<file path="config.mk">
export PLATFORM = sky130hd
export DESIGN_NAME = mwc_table
export DESIGN_NICKNAME = d
export VERILOG_FILES = /design/src/rtl/mwc_table.sv
export SDC_FILE = /design/constraint.sdc
export NUM_CORES = 1
export LEC_CHECK = 0
export BUFFER_PORTS_ARGS = -buffer_cell sky130_fd_sc_hd__buf_2
export CAP_MARGIN = 30
export CORE_MARGIN = 8
export CORE_UTILIZATION = 51
export DETAILED_ROUTE_END_ITERATION = 16
export GPL_TIMING_DRIVEN = 0
export PLACE_DENSITY = 0.75
export RECOVER_POWER = 100
export SLEW_MARGIN = 20
export SYNTH_ARGS = -nofsm -noshare
export SYNTH_HDL_FRONTEND = slang
export SYNTH_SLANG_ARGS = --single-unit
</file>
<file path="constraint.sdc">
create_clock -name clk -period 5.45 [get_ports clk]
set_input_delay 0.545 -clock clk [delete_from_list [all_inputs] [get_ports clk]]
set_output_delay 0.545 -clock clk [all_outputs]
set_load 0.05 [all_outputs]
</file>
<file path="src/rtl/mwc_table.sv">
// Expected-store table: one {addr, data} entry per check, written by the config port,
// read combinationally at the index of the next pending check.
module mwc_table #(
    parameter int XLEN       = 32,
    parameter int NUM_CHECKS = 4,
    localparam int IW        = (NUM_CHECKS > 1) ? $clog2(NUM_CHECKS) : 1
) (
    input  logic              clk,
    input  logic              wr_en,
    input  logic [IW-1:0]     wr_idx,
    input  logic [2*XLEN-1:0] wr_entry,
    input  logic [IW-1:0]     rd_idx,
    output logic [2*XLEN-1:0] rd_entry
);

    logic [2*XLEN-1:0] entry_vec [NUM_CHECKS];

    // Entries have no reset so a loaded table survives a reset between runs.
    generate
        for (genvar gi = 0; gi < NUM_CHECKS; gi++) begin : g_entry
            logic [2*XLEN-1:0] entry_reg;

            always_ff @(posedge clk) begin
                if (wr_en && (wr_idx == IW'(gi))) begin
                    entry_reg <= wr_entry;
                end
            end

            assign entry_vec[gi] = entry_reg;
        end
    endgenerate

    // Indices past the last entry read as zero instead of falling off the array.
    always_comb begin
        rd_entry = '0;
        for (int i = 0; i < NUM_CHECKS; i++) begin
            if (rd_idx == IW'(i)) begin
                rd_entry = entry_vec[i];
            end
        end
    end

endmodule

</file>
==> results.yml <==
worst_setup_path:
  crit_top_cell: "clkbuf_1"
  cp_data_required_time_ns: 5.58
  critPathBufInv: 3
  path_delay_family: "buffers and inverters"
  worstSetupPathType: "primary input to flop"
  cp_max_fo: 13
  worstPathCellList: "clkbuf_1 -> nor3b_1 -> clkbuf_1 -> clkbuf_1"
  cp-startpoint: "wr_idx[0]"
  slowest_stage: "nor3b_1"
  worst_ep_arrival_time_ns: 3.34
  start_kind: "primary input"
  cp_slowest_stage_delay_ns: 1.23
  end_kind: "flop"
clock_network:
  post_cts_resized: 0
  cts-root-buf: "clkbuf_16"
  clock_sinks: 256
  clkTransAtPathRegs_ns: 0.06
  cts_buffers: 25
  htreeDepth: 1
  hold_buffers: 0
  clk_path_buf_depth: 3
  cts_setup_buffers: 0
  cts_tree: "yes"
grt:
  track_usage_pct: 15.1
  antenna_found_initial: 1
  grt_pass1_wl_um: 26100
  grt.overflow.total: 0
  grt_pass1_vias: 4663
  grt_max_degree: 43
finish:
  nets: 575
  area_delta_synth_final_pct: 18.0
  final_cell_mix: "edfxtp_1 (256), clkbuf_1 (137), mux4_2 (60)"
  mostFrequentLayoutCell: "edfxtp_1"
  largest_reg_flops: 256
  finalCoreUtilization_pct: 61.3
  antenna_cells: 0
  drive_above_1_share_pct: 22.2
placed_design:
  io_buffers: 131
  routabilityCongestion: 0.684
  dpl.hpwl_um: 11000
floorplanning:
  floorplan.initialDensity_pct: 52.0
  die_area_um2: 22900
  die_y_um: 151
  rows: 49
  die_w_um: 151
  io_pins: 134
  core_area_um2: 18000
synthesis:
  synth_cell_types: 10
  syn_nets: 408
  ys_seq_area_share_pct: 82.3
  syn_area_per_cell_um2: 27.6
  synth_area_um2: 9340
  synth_seq_cells: 256
  syn-instance-count: 338
  synth_warnings: 0
sta:
  slew_viol_final: 11
  fin_crit_ns: 3.21
  period_share_pct: 58.8
  hold_violations: 0
  timing.fmax_mhz: 312
  worst_slew_pin_slew_ns: 1.56
  rsz0062_at_grt: "no"
  max_slew_margin_pct: -4.19
  tns_ns: 0
  setup_viol: 0
routing:
  wirelength_um: 17100
  drtIter0Drc: 234
  post_drt_wl_per_cell_um: 22.7
  drtPass1Iterations: 4
  vias: 4187
  vias_per_cell: 5.58
  drc: 0
  drtAntennaViolNets: 0
power:
  ir_worst_vdd_uv: 356
  cellPowerDensity_nw_per_um2: 396
  leakage_uw: 0.00348
job:
  drv_cap: 1
status:
  status: "complete, but fails checks"
  violations: "capacitance limit, slew limit"
min_path:
  whs_endpoint: "g_entry[0].entry_reg[39]"
  worstHoldPathCells: 1
  hp-start: "wr_entry[39]"
  worstHoldPathType: "primary input to flop"
[cells by family after synthesis]
group / share of synthesized area (%)
buf+inv: 1.78
flops: 82.3
mux: 15.6
simple gates: 0.335
[how the worst max path moves through the flow]
stage               cells past startpoint                  endpoint
floorplan                               1   g_entry[0].entry_reg[0]
global placement                        2  g_entry[0].entry_reg[26]
detailed placement                      4              rd_entry[11]
CTS                                     4              rd_entry[11]
global route                            4  g_entry[0].entry_reg[22]
finish                                  4  g_entry[0].entry_reg[22]
[power breakdown]
group	switching (uW)	internal, uW
clock	683	981
combinational	290	115
sequential	21.7	2270
total	995	3370
[cells in the mapped netlist]
cell	count	share of area [%]
and3b_1	2	0.19
buf_6	1	0.12
nor3b_1	1	0.080
buf_2	6	0.32
mux4_1	4	1.1
edfxtp_1	256	82
clkbuf_2	1	0.054
mux4_2	60	14
and3_1	1	0.067
buf_12	6	1.3
[stage by stage]
step | cell area (um2) | setup slack [ns] | total power (uW) | instances | hold WS [ns]
after floorplan | 9350 | 1.92 | 2630 | 338 | 0.644
after global placement | 10300 | -0.0520 | 2750 | 698 | 0.754
after detailed placement | 10500 | 3.11 | 2770 | 707 | 0.763
after CTS | 11300 | 3.11 | 4430 | 751 | 0.227
after global routing | 11000 | 1.92 | 4500 | 751 | 0.285
final | 11000 | 2.24 | 4360 | 751 | 0.295
[layout make-up]
type	instances	area, um2
clock buffer	27	633
tap	229	287
sequential	256	7690
buffer	14	158
multi-input combinational	68	1490
fill	1285	6940
clock inverter	17	168
timing repair buffer	140	601
[routing by layer]
metal	up-vias	GRT usage (%)	routed length, um
met1	2180	18.3	6880
met2	145	25.7	8430
li1	1827	-	-
met5	-	0	11
met4	2	3.76	350
met3	33	4.72	1390
(Power assumes the default switching activity.)
